**config.mk**
```make
export PLATFORM = sky130hd
export DESIGN_NAME = instruction_fetch_flat
export DESIGN_NICKNAME = d
export VERILOG_FILES = /design/src/rtl/fetch_pkg.sv /design/src/rtl/instruction_fetch_if.sv /design/src/rtl/fetch_queue.sv /design/src/rtl/instruction_fetch.sv /design/src/flat_wrapper.sv
export SDC_FILE = /design/constraint.sdc
export NUM_CORES = 1
export LEC_CHECK = 0
export ABC_AREA = 1
export BUFFER_PORTS_ARGS = -buffer_cell sky130_fd_sc_hd__buf_2
export CAP_MARGIN = 5
export CORE_MARGIN = 8
export CORE_UTILIZATION = 50
export CTS_CLUSTER_SIZE = 10
export DETAILED_ROUTE_END_ITERATION = 10
export PLACE_DENSITY_LB_ADDON = 0.12
export REMOVE_ABC_BUFFERS = 1
export SETUP_SLACK_MARGIN = 0.4
export SKIP_CTS_REPAIR_TIMING = 1
export SLEW_MARGIN = 20
export SYNTH_ARGS = -nofsm -noshare
export SYNTH_HDL_FRONTEND = slang
export SYNTH_HIERARCHICAL = 1
export SYNTH_SLANG_ARGS = --single-unit
```
**constraint.sdc**
```tcl
create_clock -name clock -period 1.92 [get_ports clock]
set_clock_uncertainty 0.1 [all_clocks]
set_input_delay 0.288 -clock clock [delete_from_list [all_inputs] [get_ports clock]]
set_output_delay 0.288 -clock clock [all_outputs]
set_load 0.02 [all_outputs]
```
**src/rtl/fetch_pkg.sv**
```systemverilog
// Shared widths, state encoding and queue payload for the instruction fetch stage.
package fetch_pkg;

  localparam int unsigned INST_WIDTH     = 32;
  localparam int unsigned ROM_DATA_WIDTH = 64;
  localparam int unsigned PC_WIDTH       = 32;
  localparam int unsigned PC_STEP        = 4;
  localparam int unsigned WAIT_WIDTH     = 3;
  localparam int unsigned QUEUE_DEPTH    = 2;

  typedef enum logic [1:0] {
    ST_FETCH = 2'd0,
    ST_HOLD  = 2'd1,
    ST_FAULT = 2'd2
  } fetch_state_e;

  typedef struct packed {
    logic [PC_WIDTH-1:0]   pc;
    logic [INST_WIDTH-1:0] inst;
  } fetch_entry_t;

  // Instructions are word aligned; low address bits are dropped.
  function automatic logic [PC_WIDTH-1:0] word_align(input logic [PC_WIDTH-1:0] addr);
    return {addr[PC_WIDTH-1:2], 2'b00};
  endfunction

endpackage

```
**src/rtl/instruction_fetch_if.sv**
```systemverilog
// ROM bus, decode handshake and redirect signals of the fetch stage.
interface instruction_fetch_if;

  logic [fetch_pkg::PC_WIDTH-1:0]       rom_address;
  logic [fetch_pkg::ROM_DATA_WIDTH-1:0] rom_data;
  logic                                 rom_chip_select;
  logic                                 rom_output_enable;
  logic [fetch_pkg::INST_WIDTH-1:0]     inst_out;
  logic [fetch_pkg::PC_WIDTH-1:0]       pc_out;
  logic                                 inst_valid;
  logic                                 inst_ready;
  logic                                 redirect;
  logic [fetch_pkg::PC_WIDTH-1:0]       redirect_pc;
  logic                                 fetch_fault;

  modport master (
    output rom_address, rom_chip_select, rom_output_enable,
    output inst_out, pc_out, inst_valid, fetch_fault,
    input  rom_data, inst_ready, redirect, redirect_pc
  );

  modport slave (
    input  rom_address, rom_chip_select, rom_output_enable,
    input  inst_out, pc_out, inst_valid, fetch_fault,
    output rom_data, inst_ready, redirect, redirect_pc
  );

endinterface

```
**src/rtl/fetch_queue.sv**
```systemverilog
// Two-entry prefetch FIFO; the head is always held in its own register so
// decode sees a registered instruction/pc.
module fetch_queue
  import fetch_pkg::*;
(
  input  logic         clock,
  input  logic         reset,
  input  logic         push,
  input  logic         pop,
  input  logic         flush,
  input  fetch_entry_t push_entry,
  output fetch_entry_t head,
  output logic         valid,
  output logic         full
);

  localparam int unsigned CNT_WIDTH = 2;

  fetch_entry_t         head_q, head_d;
  fetch_entry_t         tail_q, tail_d;
  logic [CNT_WIDTH-1:0] count_q, count_d;
  logic                 valid_q, full_q;
  logic                 pop_ok, push_ok;

  assign pop_ok  = pop && (count_q != '0);
  assign push_ok = push && ((count_q != CNT_WIDTH'(QUEUE_DEPTH)) || pop_ok);

  // Shift-style update: a pop moves the tail into the head slot.
  always_comb begin
    head_d  = head_q;
    tail_d  = tail_q;
    count_d = count_q;
    if (flush) begin
      count_d = '0;
    end else begin
      unique case ({push_ok, pop_ok})
        2'b11: begin
          if (count_q == CNT_WIDTH'(1)) begin
            head_d = push_entry;
          end else begin
            head_d = tail_q;
            tail_d = push_entry;
          end
        end
        2'b10: begin
          if (count_q == '0) head_d = push_entry;
          else               tail_d = push_entry;
          count_d = count_q + CNT_WIDTH'(1);
        end
        2'b01: begin
          head_d  = tail_q;
          count_d = count_q - CNT_WIDTH'(1);
        end
        default: begin
        end
      endcase
    end
  end

  always_ff @(posedge clock) begin
    if (reset) begin
      head_q  <= '0;
      tail_q  <= '0;
      count_q <= '0;
      valid_q <= 1'b0;
      full_q  <= 1'b0;
    end else begin
      head_q  <= head_d;
      tail_q  <= tail_d;
      count_q <= count_d;
      valid_q <= (count_d != '0);
      full_q  <= (count_d == CNT_WIDTH'(QUEUE_DEPTH));
    end
  end

  assign head  = head_q;
  assign valid = valid_q;
  assign full  = full_q;

endmodule

```
**src/rtl/instruction_fetch.sv**
```systemverilog
// Fetch stage: drives the instruction ROM, waits ROM_WAIT cycles per word and
// feeds decode through a 2-entry queue. FETCH_ALIGN_CHECK_EN traps misaligned redirects.
module instruction_fetch
  import fetch_pkg::*;
#(
  parameter int unsigned         ROM_WAIT = 1,
  parameter logic [PC_WIDTH-1:0] RESET_PC = 32'h0000_0000
) (
  input logic                 clock,
  input logic                 reset,
  instruction_fetch_if.master bus
);

  localparam logic [WAIT_WIDTH-1:0] WAIT_LAST = WAIT_WIDTH'(ROM_WAIT);

  fetch_state_e          state_q, state_d;
  logic [PC_WIDTH-1:0]   fetch_pc_q, fetch_pc_d;
  logic [WAIT_WIDTH-1:0] wait_q, wait_d;
  logic [PC_WIDTH-1:0]   address_q, address_d;
  logic                  select_q, select_d;
  logic                  fault_q, fault_d;

  logic                  push, flush, pop, misaligned;
  logic                  q_valid, q_full;
  fetch_entry_t          q_head, q_entry;
  logic                  unused_rom_hi;

  assign unused_rom_hi = ^bus.rom_data[ROM_DATA_WIDTH-1:INST_WIDTH];

`ifdef FETCH_ALIGN_CHECK_EN
  assign misaligned = (bus.redirect_pc[1:0] != 2'b00);
`else
  assign misaligned = 1'b0;
`endif

  assign pop          = q_valid && bus.inst_ready;
  assign q_entry.pc   = fetch_pc_q;
  assign q_entry.inst = bus.rom_data[INST_WIDTH-1:0];

  fetch_queue u_queue (
    .clock      (clock),
    .reset      (reset),
    .push       (push),
    .pop        (pop),
    .flush      (flush),
    .push_entry (q_entry),
    .head       (q_head),
    .valid      (q_valid),
    .full       (q_full)
  );

  // select_q low in FETCH means the address has not reached the ROM yet, so
  // the wait counter only runs once the word is actually being driven.
  always_comb begin
    state_d    = state_q;
    fetch_pc_d = fetch_pc_q;
    wait_d     = wait_q;
    select_d   = select_q;
    address_d  = address_q;
    fault_d    = fault_q;
    push       = 1'b0;
    flush      = 1'b0;

    unique case (state_q)
      ST_FETCH: begin
        if (!select_q) begin
          select_d  = 1'b1;
          address_d = fetch_pc_q;
        end else if (wait_q != WAIT_LAST) begin
          wait_d = wait_q + WAIT_WIDTH'(1);
        end else if (!q_full || pop) begin
          push       = 1'b1;
          fetch_pc_d = fetch_pc_q + PC_WIDTH'(PC_STEP);
          wait_d     = '0;
          address_d  = fetch_pc_d;
        end else begin
          state_d  = ST_HOLD;
          select_d = 1'b0;
        end
      end
      ST_HOLD: begin
        if (pop) begin
          state_d   = ST_FETCH;
          select_d  = 1'b1;
          wait_d    = '0;
          address_d = fetch_pc_q;
        end
      end
      ST_FAULT: begin
      end
      default: state_d = ST_FETCH;
    endcase

    // A redirect discards any capture due this cycle and restarts the fetch.
    if (bus.redirect && (state_q != ST_FAULT)) begin
      push   = 1'b0;
      flush  = 1'b1;
      wait_d = '0;
      if (misaligned) begin
        state_d    = ST_FAULT;
        select_d   = 1'b0;
        fault_d    = 1'b1;
        fetch_pc_d = fetch_pc_q;
        address_d  = address_q;
      end else begin
        state_d    = ST_FETCH;
        fetch_pc_d = word_align(bus.redirect_pc);
        select_d   = 1'b1;
        address_d  = fetch_pc_d;
      end
    end
  end

  always_ff @(posedge clock) begin
    if (reset) begin
      state_q    <= ST_FETCH;
      fetch_pc_q <= RESET_PC;
      wait_q     <= '0;
      address_q  <= '0;
      select_q   <= 1'b0;
      fault_q    <= 1'b0;
    end else begin
      state_q    <= state_d;
      fetch_pc_q <= fetch_pc_d;
      wait_q     <= wait_d;
      address_q  <= address_d;
      select_q   <= select_d;
      fault_q    <= fault_d;
    end
  end

  assign bus.rom_address       = address_q;
  assign bus.rom_chip_select   = select_q;
  assign bus.rom_output_enable = select_q;
  assign bus.inst_out          = q_head.inst;
  assign bus.pc_out            = q_head.pc;
  assign bus.inst_valid        = q_valid;
  assign bus.fetch_fault       = fault_q;

endmodule

```
**src/flat_wrapper.sv**
```systemverilog
// flat-port wrapper written by rule: the top's interface ports become plain ports
module instruction_fetch_flat import fetch_pkg::*;
#(
  parameter int unsigned         ROM_WAIT = 1,
  parameter logic [PC_WIDTH-1:0] RESET_PC = 32'h0000_0000
)
  (clock, reset, bus_rom_address, bus_rom_chip_select, bus_rom_output_enable, bus_inst_out, bus_pc_out, bus_inst_valid, bus_fetch_fault, bus_rom_data, bus_inst_ready, bus_redirect, bus_redirect_pc);
  instruction_fetch_if bus_i ();
  input logic clock;
  input logic reset;
  output wire logic [$bits(bus_i.rom_address)-1:0] bus_rom_address;
  output wire logic [$bits(bus_i.rom_chip_select)-1:0] bus_rom_chip_select;
  output wire logic [$bits(bus_i.rom_output_enable)-1:0] bus_rom_output_enable;
  output wire logic [$bits(bus_i.inst_out)-1:0] bus_inst_out;
  output wire logic [$bits(bus_i.pc_out)-1:0] bus_pc_out;
  output wire logic [$bits(bus_i.inst_valid)-1:0] bus_inst_valid;
  output wire logic [$bits(bus_i.fetch_fault)-1:0] bus_fetch_fault;
  input wire logic [$bits(bus_i.rom_data)-1:0] bus_rom_data;
  input wire logic [$bits(bus_i.inst_ready)-1:0] bus_inst_ready;
  input wire logic [$bits(bus_i.redirect)-1:0] bus_redirect;
  input wire logic [$bits(bus_i.redirect_pc)-1:0] bus_redirect_pc;
  assign bus_rom_address = bus_i.rom_address;
  assign bus_rom_chip_select = bus_i.rom_chip_select;
  assign bus_rom_output_enable = bus_i.rom_output_enable;
  assign bus_inst_out = bus_i.inst_out;
  assign bus_pc_out = bus_i.pc_out;
  assign bus_inst_valid = bus_i.inst_valid;
  assign bus_fetch_fault = bus_i.fetch_fault;
  assign bus_i.rom_data = bus_rom_data;
  assign bus_i.inst_ready = bus_inst_ready;
  assign bus_i.redirect = bus_redirect;
  assign bus_i.redirect_pc = bus_redirect_pc;
  instruction_fetch #(.ROM_WAIT(ROM_WAIT), .RESET_PC(RESET_PC)) u_core (.clock(clock), .reset(reset), .bus(bus_i));
endmodule
```
== Word-level counts from Yosys, hierarchy flattened ==
Index checks and enable logic that the tools add are counted.
Widths: inputs -> output; s select.

* Flip-flop bits (word level): 202
* Bits in latches: 0
* Memory bits (writable): 0
* Bits in read-only memories: 0
* Input port bits: 100
* Output and inout port bits: 100
* Logic and storage cells: 113
* Memories: 0

* Add/sub/neg operators: 4
* Multiply operators: 0
* Divide/modulo/power cells: 0
* $lt $le $gt $ge: 0
* Equal/unequal tests: 24
* Shift operators: 0
* Muxes and demuxes: 40
* Bitwise logic cells: 3
* Reductions and logical operators: 28

{| class="wikitable"
|+ Operators with widths
! cell !! count
|-
| $mux 32 || 10
|-
| $mux 64 || 4
|-
| $pmux 64 s3 || 1
|-
| $pmux 64 s2 || 1
|-
| $pmux 32 s2 || 1
|-
| $add 32x3->32 const B || 1
|-
| $reduce_and 4->1 || 6
|-
| $ne 2x2->1 const B || 8
|-
| $reduce_bool 2->1 || 7
|-
| $mux 3 || 4
|-
| $mux 1 || 10
|-
| $mux 2 || 5
|-
| $ne 3x1->1 const B || 3
|-
| $eq 2x2->1 const B || 4
|-
| $ne 4x4->1 const B || 2
|-
| $eq 2x1->1 const B || 3
|-
| $ne 3x3->1 const B || 2
|-
| $pmux 2 s3 || 1
|-
| $pmux 3 s2 || 1
|-
| $reduce_bool 3->1 || 2
|-
| $reduce_and 5->1 || 1
|-
| $logic_and 1x1->1 || 4
|-
| $logic_not 2->1 || 2
|-
| $ne 2x1->1 const B || 2
|-
| 11 further kinds || 14
|}

== Longest topological paths before layout ==
* Word-level depth: 12
* Mapped depth: 16
* Depth with buffers taken out: 13

== Modules after synthesis ==
Netlist, hierarchy kept.

{| class="wikitable"
|+ Modules (own cells, without submodules)
! module !! instances !! cells an instance !! area each (sq um) !! sequential area each (sq um)
|-
| fetch_queue || 1 || 1,230 || 7,274.5 || 2,642.5
|-
| instruction_fetch || 1 || 659 || 4,068.9 || 1,301.2
|}

== Least setup slack after synthesis ==
OpenSTA, ideal clock, no wires.

* Path type: register to register
* Start point: register u_core.u_queue.valid_q, in the netlist u_core/u_queue/valid
* End point: register u_core.u_queue.head_q, in the netlist u_core/u_queue/head[48]
* Arrival: 2.009 ns
* Required time: 1.756 ns
* Path slack: -0.253 ns
* Stages on the path, launching flop included: 16
* Cell sequence: dfxtp_1 nand2_1 inv_1 nor2_2 nor2_4 nand2_4 nor2_4 buf_4 inv_2 nand3_2 buf_2 buf_2 nand3_1 nand3_1 nor2_1 nor2_1

* Word-level cells in the longest chain between the ends: 11

{| class="wikitable"
|+ Ends and longest elaborated chain
! element !! line !! source
|-
| start: declaration || fetch_queue.sv:22 || <nowiki>logic valid_q, full_q;</nowiki>
|-
| start signal: assignment || fetch_queue.sv:71 || <nowiki>valid_q <= (count_d != '0);</nowiki>
|-
| $logic_and 1x1->1 * || instruction_fetch.sv:36 || <nowiki>assign pop = q_valid && bus.inst_ready;</nowiki>
|-
| via u_core.pop || instruction_fetch.sv:23 || <nowiki>logic push, flush, pop, misaligned;</nowiki>
|-
| $logic_or 1x1->1 * || instruction_fetch.sv:71 || <nowiki>end else if (!q_full || pop) begin</nowiki>
|-
| $mux 1 * || instruction_fetch.sv:71 ||
|-
| $mux 1 * || instruction_fetch.sv:69 || <nowiki>end else if (wait_q != WAIT_LAST) begin</nowiki>
|-
| $mux 1 * || instruction_fetch.sv:66 || <nowiki>if (!select_q) begin</nowiki>
|-
| $mux 1 * || instruction_fetch.sv:64 || <nowiki>unique case (state_q)</nowiki>
|-
| $mux 1 * || instruction_fetch.sv:95 || <nowiki>if (bus.redirect && (state_q != ST_FAULT)) begin</nowiki>
|-
| via u_core.push || instruction_fetch.sv:23 ||
|-
| $logic_and 1x1->1 * || fetch_queue.sv:26 || <nowiki>assign push_ok = push && ((count_q != CNT_WIDTH'(QUEUE_DEPTH)) || pop_ok);</nowiki>
|-
| $eq 2x2->1 or $eq 2x1->1 (tied branches) || fetch_queue.sv:36 || <nowiki>unique case ({push_ok, pop_ok})</nowiki>
|-
| $ne 2x2->1 (no source line) or $reduce_bool 3->1 (tied branches) || -- ||
|-
| $reduce_and 3->1 (no source line) || -- ||
|-
| end signal: assignment || fetch_queue.sv:62 || <nowiki>head_q <= '0;</nowiki>
|-
| end signal: assignment || fetch_queue.sv:68 || <nowiki>head_q <= head_d;</nowiki>
|-
| end: declaration || fetch_queue.sv:19 || <nowiki>fetch_entry_t head_q, head_d;</nowiki>
|}

The timed path passes the listed nets; every way through them passes the cells marked *.
A chain may end at the register's enable or synchronous reset.

== Worst setup path in the final report ==
* Start point: register u_core.wait_q[0]
* End point: register u_core.u_queue.head_q, in the netlist u_core/u_queue/head[12]

* Word-level cells in the longest chain between the ends: 9

{| class="wikitable"
|+ Ends and longest elaborated chain
! element !! line !! source
|-
| start: declaration || instruction_fetch.sv:18 || <nowiki>logic [WAIT_WIDTH-1:0] wait_q, wait_d;</nowiki>
|-
| start signal: assignment || instruction_fetch.sv:125 || <nowiki>wait_q <= wait_d;</nowiki>
|-
| $ne 3x1->1 * || instruction_fetch.sv:69 ||
|-
| $mux 1 * || instruction_fetch.sv:69 ||
|-
| $mux 1 * || instruction_fetch.sv:66 ||
|-
| $mux 1 * || instruction_fetch.sv:64 ||
|-
| $mux 1 * || instruction_fetch.sv:95 ||
|-
| $logic_and 1x1->1 * || fetch_queue.sv:26 ||
|-
| $eq 2x2->1 or $eq 2x1->1 (tied branches) || fetch_queue.sv:36 ||
|-
| $ne 2x2->1 (no source line) or $reduce_bool 3->1 (tied branches) || -- ||
|-
| $reduce_and 3->1 (no source line) || -- ||
|}

Mark *: on every way between the ends. The rest lies on a longest branch, timed or not.

==> metrics.csv <==
stage;metric;value;unit
grt;grt total ovfl;0;
routing;Residual DRC;0;
critical_path;crit path from;u_core/wait_q[0];
critical_path;CP Capture Point;u_core/u_queue/head[12];
placed_design;HPWL Detailed;22800;um
logic_synthesis;post-synth top area share;34.8;%
grt;GRT Util Overall;24.3;%
critical_path;Required @ worst endpoint;2.15;ns
die;initial core utilization;50.6;%
routing;DR vias/cell;5.45;
cells_and_area;Net count, final;2189;
placed_design;Placed Cells;2299;
power_and_ir_drop;pwr/cell area;636;mW/mm^2
critical_path;CP arrival;2.42;ns
critical_path;CP max-delay cell;dfxtp_2;
critical_path;R2R Path Start;u_core/wait_q[0];
clock_network;CTS tree;built;
grt;initial antenna violation count;0;
sta;RSZ-0062 raised after global routing;true;
sta;# setup viols final;144;
grt;first-pass GRT wire length;57200;um
logic_synthesis;Synth area leaders;dfxtp_1 35%, nand2_1 18%, nor2_1 11%, nand3_1 7.4%, a21oi_1 4.7%;
placed_design;DP Worst Slack;-0.157;ns
cells_and_area;fraction of layout cells with a size suffix above 1;24.7;%
routing;routed vias;13000;
critical_path;Startpoint Class;flip-flop;
critical_path;R2R depth;15;
cells_and_area;Finished Layout Cells;2383;
worst_hold_path;Hold Path Class;input pin to flip-flop;
sta;Final Hold Fails;0;
grt;vias in the first global route;11600;
critical_path;flop-to-flop setup slack;-0.27;ns
sta;Fmax;457;MHz
clock_network;clk buf depth;2;
routing;final antenna-violating net count;0;
die;die height;167;um
routing;initial drt markers;1398;
critical_path;crit end category;flip-flop;
critical_path;CP Cell Sequence;inv_2 -> nor2_2 -> nand2_2 -> nor2_4 -> nand2_4 -> nor2_4 -> buf_12 -> buf_6 -> nand4_1 -> nand3_4 -> clkbuf_16 -> clkbuf_16 -> nand2_1 -> nand2_1 -> nor2_1;
logic_synthesis;Netlist cell types;33;
logic_synthesis;Mapped Area;0.0113;mm^2
routing;drt first pass iters;6;
run_status;status;complete, but fails checks;
cells_and_area;area delta synth->final;31.8;%
routing;total wire length;38900;um
clock_network;total CTS buffers;17;
die;IO Count;200;
clock_network;H-tree Lvls;4;
critical_path;classification of the worst setup path;flip-flop to flip-flop;
placed_design;GP Congestion;0.921;
power_and_ir_drop;total power draw;0.00951;W
power_and_ir_drop;P_leak;7.03;nW
placed_design;PortBufs;162;
power_and_ir_drop;Max VDD drop;0.000489;V
clock_network;Clk Latency, worst-skew pair;0.43;ns
critical_path;CP peak stage delay;0.34;ns
cells_and_area;ANT cells;0;
clock_network;cell chosen for the clock root;clkbuf_16;
sta;max-slew violations;0;
logic_synthesis;sequential share of the synthesized area;34.8;%
logic_synthesis;Avg Cell Area, Syn;6.00;um^2
routing;DR WL/cell;16.3;um
critical_path;peak fanout along the critical path;8;
die;Die Span X;167;um
critical_path;RR Endpoint;u_core/u_queue/head[12];
cells_and_area;Layout Utilization;66.7;%
die;die area;0.0278;mm^2
clock_network;CTS Sinks;197;
logic_synthesis;synth warn;6;
grt;largest net degree at the start of global routing;75;
flow_run;Max-cap violations;0;
logic_synthesis;largest area contributor in the netlist;dfxtp_1;
sta;post-layout minimum cycle time;2.19;ns
logic_synthesis;synthesized flop and latch total;197;
die;core area;0.0224;mm^2
sta;Final period util;114;%
clock_network;CTS clk-pin slew, worst paths;0.07;ns
logic_synthesis;Mapped Cells;1889;
die;row cnt;55;
sta;post-route setup slack;-0.268;ns
run_status;failing checks;negative setup slack;
==> state kept, by name (all words and copies together), names as in the netlist <==
name / count
u_core/u_queue/head: 64
u_core/u_queue/valid: 1
u_core/u_queue/count_q: 2
u_core/bus.rom_chip_select: 1
u_core/state_q: 1
u_core/u_queue/full: 1
u_core/bus.rom_address: 30
u_core/wait_q: 3
u_core/fetch_pc_q: 30
u_core/u_queue/tail_q: 64
==> worst max-delay path, delay by kind of cell, from the launching register on <==
| kind | cells | cell delay, ns |
|---|---|---|
| buffers and inverters | 5 | 0.64 |
| flip-flops | 1 | 0.34 |
| AND/OR/NAND/NOR | 10 | 0.99 |
==> cells in the final DEF (no fill, tap or decap), types with 4 or more instances in the layout <==
master     netlist  routed
a21oi_2          0      14
o211ai_1         7       7
a31oi_1          5       5
o21ai_1         87      94
nor2_1         329     292
o21ai_0         53      42
nand3_1        167     155
nor3_1           5       5
dfxtp_1        197     178
nand2_4          2      13
clkbuf_16        0      30
dfxtp_2          0      14
nand4_1         69      69
inv_1          121     116
nand3_2          1      10
nand2_1        552     502
nor2_2          11      34
buf_6            2      16
buf_2           58     163
nand3_4          0       4
nand2_2          6      45
buf_12           0      31
inv_2           13      12
nor2_4           3      17
clkbuf_8         0       5
a21oi_1        106      91
buf_4            8      74
dfxtp_4          0       5
conb_1           1       9
==> power by group <==
group          internal, W  total, W  switching (W)
sequential         0.00421   0.00431       0.000109
combinational     0.000499   0.00128       0.000782
clock              0.00224   0.00391        0.00167
==> stage by stage <==
| stage | area, um^2 | hold WS, ns | TNS (ns) |
|---|---|---|---|
| floorplan | 10800 | 0.257 | -504.33 |
| global placement | 12900 | 0.364 | -6.83 |
| detailed placement | 12900 | 0.388 | -13.70 |
| CTS | 13500 | 0.0125 | -15.62 |
| global route | 15000 | 0.0288 | -42.44 |
| finish | 15000 | 0.0307 | -25.38 |
==> area by class of cell <==
class                      instances  area, um^2
sequential                       197        3980
fill                            2062        7480
clock inverter                    10         141
timing repair buffer             301        2570
tap                              285         357
inverter                         134         527
clock buffer                      22         494
multi-input combinational       1434        6890
==> worst min path at each step <==
stage	startpoint	to	cells after the start
after floorplan	reset	u_core/fetch_pc_q[5]	1
after global routing	bus_redirect_pc[25]	u_core/bus.rom_address[25]	3
after CTS	bus_rom_data[8]	u_core/u_queue/tail_q[8]	3
after global placement	u_core/bus.rom_address[2]	u_core/bus.rom_address[2]	2
final	bus_rom_data[8]	u_core/u_queue/tail_q[8]	3
after detailed placement	u_core/bus.rom_address[2]	u_core/bus.rom_address[2]	2
==> per-layer routing <==
metal,wire (um),vias up,track usage [%]
li1,-,6447,-
met1,16500,5944,30.9
met2,18800,546,40.7
met4,818,0,9.20
met5,0,-,0
met3,2830,59,4.16
==> synthesized netlist by cell type <==
cell type	instances
clkbuf_1	60
nor3_1	5
nor2_1	329
nand4_1	69
a21oi_1	106
a211oi_2	1
xor2_1	4
inv_2	13
o21ai_1	87
o21bai_1	2
buf_4	8
o211ai_1	7
ha_1	4
a31oi_1	5
nand2_4	2
nand2_1	552
o21ai_2	1
a21boi_0	1
buf_2	58
nor2_4	3
a21o_1	1
conb_1	1
inv_1	121
buf_6	2
nand2_2	6
xnor2_1	3
nand3_2	1
buf_1	6
nand3b_1	3
nor2_2	11
nand3_1	167
o21ai_0	53
dfxtp_1	197
==> cells by family (layout without fill, tap and decap cells) <==
group,after synthesis,in the layout,share of synthesized area [%]
buf+inv,268,467,9.91
simple gates,1148,1150,42.3
flops,197,197,34.8
fa+ha+maj,4,4,0.441
other cells,1,9,0.0331
compound gates,264,264,12.0
xor+xnor,7,7,0.540
No activity file was read; power rests on OpenSTA's default activity.
